File: src/rtl/riscv_fetch_stage_pkg.sv
// Shared definitions for the instruction-fetch stage: opcode constants, FSM
// states and B-type immediate helpers.
package riscv_fetch_stage_pkg;

    localparam logic [6:0] OPCODE_BRANCH = 7'b1100011;

    typedef enum logic [1:0] {
        S_BOOT  = 2'd0,
        S_RUN   = 2'd1,
        S_FLUSH = 2'd2
    } fetch_state_t;

    // 13-bit signed branch offset, bit 0 always zero.
    function automatic logic [12:0] b_imm(input logic [31:0] instr);
        return {instr[31], instr[7], instr[30:25], instr[11:8], 1'b0};
    endfunction

    function automatic logic is_backward_branch(input logic [31:0] instr);
        return (instr[6:0] == OPCODE_BRANCH) && instr[31];
    endfunction

endpackage

File: src/rtl/riscv_fetch_stage_fifo.sv
// fetch_fifo: synchronous FIFO with clear, occupancy count and push/pop.
// Storage is not reset; only pointers and count are.
module fetch_fifo #(
    parameter int W     = 8,
    parameter int DEPTH = 4
) (
    input  logic                       clk,
    input  logic                       rst,
    input  logic                       i_clear,
    input  logic                       i_push,
    input  logic [W-1:0]               i_data,
    input  logic                       i_pop,
    output logic [W-1:0]               o_data,
    output logic [$clog2(DEPTH+1)-1:0] o_count
);
    localparam int AW = (DEPTH > 1) ? $clog2(DEPTH) : 1;
    localparam int CW = $clog2(DEPTH + 1);

    logic [W-1:0]  r_mem [DEPTH];
    logic [AW-1:0] r_rd_ptr;
    logic [AW-1:0] r_wr_ptr;
    logic [CW-1:0] r_count;
    logic          w_push;
    logic          w_pop;

    // Pointers wrap explicitly so any DEPTH works, not just powers of two.
    function automatic logic [AW-1:0] ptr_next(input logic [AW-1:0] p);
        return (p == AW'(DEPTH - 1)) ? '0 : p + 1'b1;
    endfunction

    assign w_push  = i_push && (r_count != CW'(DEPTH));
    assign w_pop   = i_pop && (r_count != '0);
    assign o_data  = r_mem[r_rd_ptr];
    assign o_count = r_count;

    always_ff @(posedge clk or negedge rst) begin
        if (!rst) begin
            r_rd_ptr <= '0;
            r_wr_ptr <= '0;
            r_count  <= '0;
        end else if (i_clear) begin
            r_rd_ptr <= '0;
            r_wr_ptr <= '0;
            r_count  <= '0;
        end else begin
            if (w_push) r_wr_ptr <= ptr_next(r_wr_ptr);
            if (w_pop)  r_rd_ptr <= ptr_next(r_rd_ptr);
            r_count <= r_count + CW'(w_push) - CW'(w_pop);
        end
    end

    always_ff @(posedge clk) begin
        if (w_push) r_mem[r_wr_ptr] <= i_data;
    end

endmodule

File: src/rtl/riscv_fetch_stage.sv
// Pipelined instruction-fetch stage: PC, imem request issue, fetch queue, redirect flush.
// Optional static backward-taken prediction is enabled by defining FETCH_PREDICT_EN.
module riscv_fetch_stage
    import riscv_fetch_stage_pkg::*;
#(
    parameter int              XLEN      = 32,
    parameter logic [XLEN-1:0] RESET_PC  = '0,
    parameter int              FQ_DEPTH  = 4,
    parameter int              MAX_OUTST = 2
) (
    input  logic            clk,
    input  logic            rst,
    output logic            imem_req,
    output logic [XLEN-1:0] imem_addr,
    input  logic            imem_gnt,
    input  logic            imem_rvalid,
    input  logic [31:0]     imem_rdata,
    input  logic            redirect_valid,
    input  logic [XLEN-1:0] redirect_pc,
    output logic            if_valid,
    input  logic            if_ready,
    output logic [31:0]     if_instr,
    output logic [XLEN-1:0] if_pc,
    output logic            if_pred_taken,
    output logic [XLEN-1:0] dbg_pc
);
    localparam int CW = $clog2(FQ_DEPTH + 1);
    localparam int OW = $clog2(MAX_OUTST + 1);
    localparam int QW = 32 + XLEN + 1;

    fetch_state_t    r_state;
    fetch_state_t    w_state_nxt;
    logic [XLEN-1:0] r_pc;
    logic [OW-1:0]   r_discard;
    logic [OW-1:0]   w_discard_nxt;
    logic [OW-1:0]   w_outst;
    logic [OW-1:0]   w_outst_nxt;
    logic [CW-1:0]   w_fq_count;
    logic [QW-1:0]   w_fq_head;
    logic [XLEN-1:0] w_tag_head;
    logic [XLEN-1:0] w_pred_target;
    logic [XLEN-1:0] w_redir_pc;
    logic            w_issue;
    logic            w_push;
    logic            w_pop;
    logic            w_pred;
    logic            w_int_redir;
    logic            w_redir;

    assign w_issue     = imem_req && imem_gnt;
    // A response is dropped while flushing or when a redirect lands the same cycle.
    assign w_push      = imem_rvalid && (r_discard == '0) && !redirect_valid;
    assign w_pop       = if_valid && if_ready;
    assign w_outst_nxt = w_outst + OW'(w_issue) - OW'(imem_rvalid);

`ifdef FETCH_PREDICT_EN
    logic [12:0] w_imm;
    assign w_imm         = b_imm(imem_rdata);
    assign w_pred        = is_backward_branch(imem_rdata);
    assign w_pred_target = w_tag_head + {{(XLEN-13){w_imm[12]}}, w_imm};
`else
    assign w_pred        = 1'b0;
    assign w_pred_target = w_tag_head;
`endif

    assign w_int_redir = w_push && w_pred;
    assign w_redir     = redirect_valid || w_int_redir;
    assign w_redir_pc  = (redirect_valid ? redirect_pc : w_pred_target) & ~XLEN'(3);

    always_comb begin
        w_discard_nxt = r_discard;
        if (w_redir)
            w_discard_nxt = w_outst_nxt;
        else if (imem_rvalid && (r_discard != '0))
            w_discard_nxt = r_discard - 1'b1;
    end

    always_comb begin
        w_state_nxt = r_state;
        imem_req    = 1'b0;
        case (r_state)
            S_BOOT:  w_state_nxt = S_RUN;
            S_RUN:   imem_req = (int'(w_fq_count) + int'(w_outst) < FQ_DEPTH) &&
                                (int'(w_outst) < MAX_OUTST);
            S_FLUSH: if (w_discard_nxt == '0) w_state_nxt = S_RUN;
            default: w_state_nxt = S_BOOT;
        endcase
        if (w_redir)
            w_state_nxt = (w_discard_nxt != '0) ? S_FLUSH : S_RUN;
    end

    always_ff @(posedge clk or negedge rst) begin
        if (!rst) begin
            r_state   <= S_BOOT;
            r_pc      <= RESET_PC;
            r_discard <= '0;
        end else begin
            r_state   <= w_state_nxt;
            r_discard <= w_discard_nxt;
            if (w_redir)
                r_pc <= w_redir_pc;
            else if (w_issue)
                r_pc <= r_pc + XLEN'(4);
        end
    end

    // The tag FIFO occupancy is exactly the number of requests in flight.
    fetch_fifo #(.W(XLEN), .DEPTH(MAX_OUTST)) u_tag_fifo (
        .clk     (clk),
        .rst     (rst),
        .i_clear (1'b0),
        .i_push  (w_issue),
        .i_data  (r_pc),
        .i_pop   (imem_rvalid),
        .o_data  (w_tag_head),
        .o_count (w_outst)
    );

    fetch_fifo #(.W(QW), .DEPTH(FQ_DEPTH)) u_data_fifo (
        .clk     (clk),
        .rst     (rst),
        .i_clear (redirect_valid),
        .i_push  (w_push),
        .i_data  ({imem_rdata, w_tag_head, w_pred}),
        .i_pop   (w_pop),
        .o_data  (w_fq_head),
        .o_count (w_fq_count)
    );

    assign if_valid      = (w_fq_count != '0);
    assign if_instr      = if_valid ? w_fq_head[QW-1 -: 32] : '0;
    assign if_pc         = if_valid ? w_fq_head[XLEN:1]     : '0;
    assign if_pred_taken = if_valid && w_fq_head[0];
    assign imem_addr     = r_pc;
    assign dbg_pc        = r_pc;

endmodule

File: config.mk
export PLATFORM = sky130hd
export DESIGN_NAME = riscv_fetch_stage
export DESIGN_NICKNAME = d
export VERILOG_FILES = /design/src/rtl/riscv_fetch_stage_pkg.sv /design/src/rtl/riscv_fetch_stage_fifo.sv /design/src/rtl/riscv_fetch_stage.sv
export SDC_FILE = /design/constraint.sdc
export NUM_CORES = 1
export LEC_CHECK = 0
export BUFFER_PORTS_ARGS = -buffer_cell sky130_fd_sc_hd__clkbuf_2
export CAP_MARGIN = 20
export CORE_MARGIN = 2
export CORE_UTILIZATION = 35
export CTS_CLUSTER_SIZE = 30
export DETAILED_ROUTE_END_ITERATION = 6
export PLACE_DENSITY = 0.55
export RECOVER_POWER = 50
export SYNTH_ARGS = -nofsm -noshare
export SYNTH_HDL_FRONTEND = slang
export SYNTH_HIERARCHICAL = 1
export SYNTH_SLANG_ARGS = --single-unit
export TNS_END_PERCENT = 50
File: constraint.sdc
create_clock -name clk -period 5.21 [get_ports clk]
set_clock_uncertainty 0.1 [all_clocks]
set_input_delay 1.3025 -clock clk [delete_from_list [all_inputs] [get_ports clk]]
set_output_delay 1.3025 -clock clk [all_outputs]
set_load 0.01 [all_outputs]
==> run metrics, run 1 <==
Worst-path clk slew 60 ps; slowest stage delay, CP 1620 ps; pre-CTS setup slack 1160 ps; Sink Count 369; setup slack after layout 704 ps; nets@finish roughly 1200; Clock Latency Late Sink roughly 550 ps; ANT cells 0; vias in the first global route 8397; CTS tree built; sequential area share after synthesis 70.0%; Synth cell types 53; antenna violations before repair 0; cts repair resizes 0; pins over their slew limit 68; post-CTS setup buffer count 0; Crit path arrival time ~4600 ps; first-pass GRT wire length 50500 µm; slew margin rel. -36.7%; CP max-delay cell and2_1; reg2reg start r_discard[0]; DIE HEIGHT 215 µm; Tightest Pin Transition 2050 ps; commonest non-fill, non-tap cell in the layout edfxtp_1; final cell count without fillers 1690; Async S/R FF share, synth 12.2%; clock period minus worst slack between 4000 and 5000 ps; # placed instances 1615; critical-path cell list clkbuf_1, and3_1, a21boi_0, and2_1, buf_4; critical path class in2reg; FP Rows 77; multi-input logic area 0.00398 mm²; worst reg2reg endpoint u_data_fifo/r_mem[0][33]; total wire length 33200 µm; # fillers 4099; maxcap violations 2; Hold Path Depth 1; hold_buf cts 0; WP data required 5320 ps; Via density 4.87; DRC marker count from the first detailed-route iteration 499; Post-Syn Area 0.0155 mm²; outcome finished, violations left; Hold WC Path Type reg2reg; Initial Utilization 35.2%; Primary FF master, synth edfxtp_1; Startpoint Class input pin; number of synthesized flops with an enable pin 324; DP Wirelength 20200 µm; Root Buffer clkbuf_16; routed len/inst 19.6 µm; Placeable Area 0.0440 mm²; Die W 215 µm; worst r2r path cells 6; power per cell area 431 mW/mm²; TritonRoute pass-1 iters 5; failing checks max-capacitance violations, max-slew violations; Fin Setup TNS 0 ps; total power 7.73 mW; number of buffers created by CTS 40; final worst-path cycle share 86.5%; Ports 201; via count around 8200; worst vdd rail ir drop 0.000177 V; #FFs+latches synth 369; post-route ant nets 0; register area around 0.011 mm²; Hold Path End r_state[0]; Final Hold Viols 0; syn avg cell area 17.6 µm²; worst-path maximum fanout 35; DR DRC count 0; clock buffer depth 3; CTS HTree Levels 2; Static Leak 6.19 nW; Setup violations, final 0; share of layout cells above drive strength 1 27.9%; Ys Warns 6; Final Util 40.7%; Total GRT Usage 14.4%; die footprint 0.0460 mm²; Area Growth Syn to Fin 15.6%; hold path start r_state[1]; total gr overflow 0; Crit. End Element register; Synth Instances 880; fmax 0.222 GHz; Reg2Reg Setup Slack 1130 ps; commonest non-fill, non-tap cells in the layout edfxtp_1, clkbuf_2, and2_1; largest net degree at the start of global routing 68; GPL Wtd Cong roughly 0.77; # port buffers 194; RSZ-0062 raised after global routing false
## worst max-delay path, delay by kind of cell
| family | cells | cell delay, ps |
|---|---|---|
| and+or+nand+nor | 2 | 1810 |
| buffers and inverters | 2 | 700 |
| AOI/OAI and AO/OA | 1 | 750 |
## cells in the mapped netlist, drive strengths merged, types with 7 or more instances
cell type | number | share of area (%)
a21oi | 7 | 0.23
a31oi | 19 | 0.77
and2 | 72 | 2.9
buf | 56 | 3.2
clkbuf | 24 | 0.58
dfrtp | 45 | 7.3
edfxtp | 324 | 63
ha | 14 | 1.1
inv | 16 | 0.39
mux2 | 35 | 3.2
mux4 | 65 | 9.4
nand2 | 21 | 0.51
nand3 | 17 | 0.55
nand4 | 9 | 0.36
nor2 | 29 | 0.70
nor2b | 8 | 0.32
nor3 | 7 | 0.23
o21ai | 10 | 0.32
o31ai | 17 | 0.82
or3 | 8 | 0.32
or4 | 23 | 1.1
## registers in the layout (all words and copies together), names as in the netlist
signal                count
u_data_fifo/r_rd_ptr      2
r_discard                 2
dbg_pc                   30
u_data_fifo/o_count       3
u_tag_fifo/r_wr_ptr       1
u_tag_fifo/o_count        2
u_data_fifo/r_mem       260
r_state                   2
u_tag_fifo/r_mem         64
u_tag_fifo/r_rd_ptr       1
u_data_fifo/r_wr_ptr      2
## cells by family after synthesis
kind of cell / count (synthesis) / share of synthesized area, %
adders and majority gates: 15 / 1.26
AOI/OAI and AO/OA: 68 / 3.02
and+or+nand+nor: 218 / 8.22
DFF: 369 / 70.0
buffers and inverters: 97 / 4.14
xor gates and xnor gates: 8 / 0.452
other: 1 / 0.0242
muxes: 104 / 12.9
## where the power goes
| part | internal (mW) | switching [mW] |
|---|---|---|
| clock network | 1.55 | 1.12 |
| registers | 3.54 | 0.172 |
| logic | 0.540 | 0.803 |
| total | 5.63 | 2.10 |
## final cells by class
class                      count  share of cell area (%)
clock buffer                  51                    5.93
clock inverter                23                   0.976
inverter                      17                   0.356
multi-input combinational    430                    22.2
sequential                   369                    60.6
tap                          592                    4.13
timing repair buffer         208                    5.86
## through the flow
stage               hold WS [ps]  instance area [µm²]
floorplan                    396                15600
detailed placement           433                16900
global route                 463                17900
global placement             428                16900
finish                       430                17900
CTS                          434                18100
## worst max-delay path by stage
| stage | start | endpoint | slack [ps] | cells after the start |
|---|---|---|---|---|
| finish | imem_rvalid | u_data_fifo/r_mem[0][33] | 700 | 5 |
| CTS | u_data_fifo/r_rd_ptr[0] | if_instr[8] | 870 | 4 |
| global placement | imem_gnt | u_tag_fifo/r_mem[0][10] | 1150 | 6 |
| global route | imem_rvalid | u_data_fifo/r_mem[0][33] | 440 | 5 |
| floorplan | imem_gnt | u_tag_fifo/r_mem[0][0] | 880 | 6 |
| detailed placement | imem_gnt | u_tag_fifo/r_mem[0][8] | 1160 | 6 |
## routing by layer
metal  GRT usage (%)  vias to the layer above  routed length (µm)  part of all wire, %
li1                -                     3800                   -                    -
met5               0                        -                   0                    0
met2            23.6                      213               15900                   48
met1            19.3                     4171               15100                   45
met3            3.45                       41                1680                  5.1
met4            3.89                        0                 552                  1.7
Power figures use the tool's default switching activity.
==> run 2, diff against run 1 <==
--- a/config.mk
+++ b/config.mk
@@ -5,6 +5,7 @@
 export SDC_FILE = /design/constraint.sdc
 export NUM_CORES = 1
 export LEC_CHECK = 0
+export ABC_AREA = 1
 export BUFFER_PORTS_ARGS = -buffer_cell sky130_fd_sc_hd__clkbuf_2
 export CAP_MARGIN = 20
 export CORE_MARGIN = 2
==> run 2 against run 1 <==
Final area increased by 7.3%. Setup slack better by 380 ps. Largest cell class unchanged. Non-clock buffer count is 2 higher. Hold slack got worse by 7.1 ps. Sequential power rose by 3%. Combinational power rose by 8%. Register-to-register slack is essentially flat. The flow still finishes with violations (max-capacitance violations, max-slew violations). Global-route usage is essentially flat. Clock power hardly changed. Fmax rose by 9.3%. Die area grew 7.9%. First-iteration DRC count is 7.4% higher.
==> run metrics, run 2 <==
DP Wirelength 22400 µm; syn avg cell area 10.3 µm²; Async S/R FF share, synth 12.2%; clock period minus worst slack 4120 ps; Die W approximately 220 µm; final hold slack 423 ps; Hold Path Depth 3; DRC marker count from the first detailed-route iteration about 540; Tightest Pin Transition between 2000 and 2500 ps; Ys Warns 6; first-pass GRT wire length 56500 µm; mux cell area share after synthesis 0%; slew margin rel. -37.3%; sequential area share after synthesis around 65%; total gr overflow 0; cell count along the critical path 7; critical path class in2reg; Synth cell types 31; fmax 0.243 GHz; Worst-path clk slew 50 ps; Synth area leader edfxtp_1; final worst-path cycle share 79.1%; Via density ~4.5; Static Leak 8.11 nW; xor/xnor share of the synthesized area 0.731%; # fillers 4615; #FFs+latches synth 369; clock buffer depth 3; Biggest register u_data_fifo/r_mem; Comb pwr share 18.2%; Root Buffer clkbuf_16; commonest non-fill, non-tap cells in the layout nand2_1, edfxtp_1, inv_1; multi-input logic area between 0.004 and 0.005 mm²; CTS tree built; failing checks max-capacitance violations, max-slew violations; Sequential Power Share 48.0%; RSZ-0062 raised after global routing false; die footprint between 0.04 and 0.05 mm²; Synth Instances roughly 1600; post-synthesis adder-cell area fraction 1.16%; total wire length 35600 µm; Startpoint Class input pin; Primary FF master, synth edfxtp_1; power per cell area 415 mW/mm²; largest net degree at the start of global routing 87; commonest non-fill, non-tap cell in the layout nand2_1; # port buffers 194; vias in the first global route 10508; cts repair resizes 0; largest cells by area after synthesis edfxtp_1, nand2_1, dfrtp_1, inv_1, o211ai_1; slowest stage delay, CP ~1300 ps; P_sw 2.34 mW; Hold WC Path Type reg2reg; Crit. End Element register; Switching Share 29.3%; Ports ~200; Initial Utilization a little over a third; Setup violations, final 0; Buf/Inv on CP 4; Crit path arrival time around 4400 ps; Internal 5.64 mW; GPL Wtd Cong 0.832; TritonRoute pass-1 iters 5; number of buffers created by CTS 42; CP max-delay cell clkbuf_1; share of layout cells above drive strength 1 14.0%; DR DRC count 0; total power 7.98 mW; area share of and/or/nand/nor cells after synthesis 15.5%; FP Rows 80; main combinational cell family by area after synthesis simple AND/OR/NAND/NOR gates; antenna violations before repair 0; setup slack after layout 1090 ps; Final Hold Viols 0; Synth Area in Compound Gates 7.21%; routed len/inst approximately 15 µm; worst-path maximum fanout 39; nets@finish 1882; hold_buf cts 0; Area Growth Syn to Fin 14.7%; number of synthesized flops with an enable pin about 320; CTS HTree Levels 2; pre-CTS setup slack about 1700 ps; pins over their slew limit 219; most frequent cell after synthesis nand2_1; DIE HEIGHT 223 µm; Top Family by Delay on Critical Path buffers and inverters; register area 0.0109 mm²; max reg flops 260; worst r2r path cells 4; top cells by count, synth nand2_1, edfxtp_1, inv_1; Clk pwr share 33.8%; Sink Count 369; Placeable Area about 0.048 mm²; post-CTS setup buffer count 0; worst vdd rail ir drop 0.000227 V; via count 10869; Total GRT Usage 14.4%; outcome finished, violations left; maxcap violations 6; ANT cells 0; critical-path cell list clkbuf_1, clkbuf_1, inv_1, nand2_1, inv_2, nand2_1, nand3_1; post-route ant nets 0; Yosys top cell area share 58.0%; Clock Latency Late Sink 540 ps; Post-Syn Area 0.0168 mm²; WP data required roughly 5500 ps
[run 2: cell types whose count changed in the layout (fill, tap and decap cells not counted), sizes merged, moves of 35 or more]
cell / change
a21oi: +59
and2: -72
inv: +255
mux2: -35
mux4: -65
nand2: +428
nand3: +39
nor2: +106
o211ai: +63
o21ai: +62
[run 2: power groups by stage]
stage	clock network, mW	registers, mW	logic (mW)
floorplan	0	3.82	1.03
global placement	0	3.88	1.47
detailed placement	0	3.89	1.50
CTS	2.79	3.83	1.50
global route	2.91	3.87	1.66
finish	2.70	3.83	1.45
[run 2: per-stage QoR]
step	setup TNS [ps]	cells	utilization (%)	instance area, µm²
2_1_floorplan	-28680	1646	-	16800
3_5_place_dp	0	2368	38.0	18100
6_report	0	2442	40.5	19200
4_1_cts	0	2442	40.7	19300
5_1_grt	0	2442	40.5	19200
3_3_place_gp	0	2368	38.0	18100
[run 2: layer usage]
metal  GRT usage, %  vias to the layer above  wire [µm]
met5              0                        -          0
met4           3.94                        0        731
met3           3.24                       57       1880
met2           24.4                      230      16800
met1           18.8                     5007      16200
li1               -                     5575          -
[run 2: worst paths after layout]
| check | from | end | slack (ps) |
|---|---|---|---|
| setup / recovery | redirect_valid | dbg_pc[13] | 1090 |
| hold / removal | r_state[1] | r_state[0] | 420 |
| setup reg to reg | u_tag_fifo/r_rd_ptr | u_data_fifo/r_mem[0][30] | 1140 |
| hold reg to reg | r_state[1] | r_state[0] | 420 |
| max in group asynchronous | rst | dbg_pc[12] | 2240 |
| min in group asynchronous | rst | dbg_pc[25] | 1220 |
[run 2: area by class of cell]
type	instances	area share [%]
inverters	274	5.35
repair buffers	210	5.75
clock buffers	55	5.93
multi-input cells	900	21.9
flip-flops and latches	369	56.5
clock inverters	19	0.631
well taps	615	4.00
[run 2: logic make-up (layout without fill, tap and decap cells)]
family | count (synthesis) | count (layout)
compound gates | 207 | 207
other cells | 1 | 14
simple gates | 650 | 650
fa+ha+maj | 15 | 15
flops | 369 | 369
buf+inv | 377 | 558
xor+xnor | 14 | 14
[run 2: worst min-delay path, stage by stage (launching register included)]
cell     delay, ps
dfrtp_1        320
inv_1           40
nand2_1         70
nand2_1         50
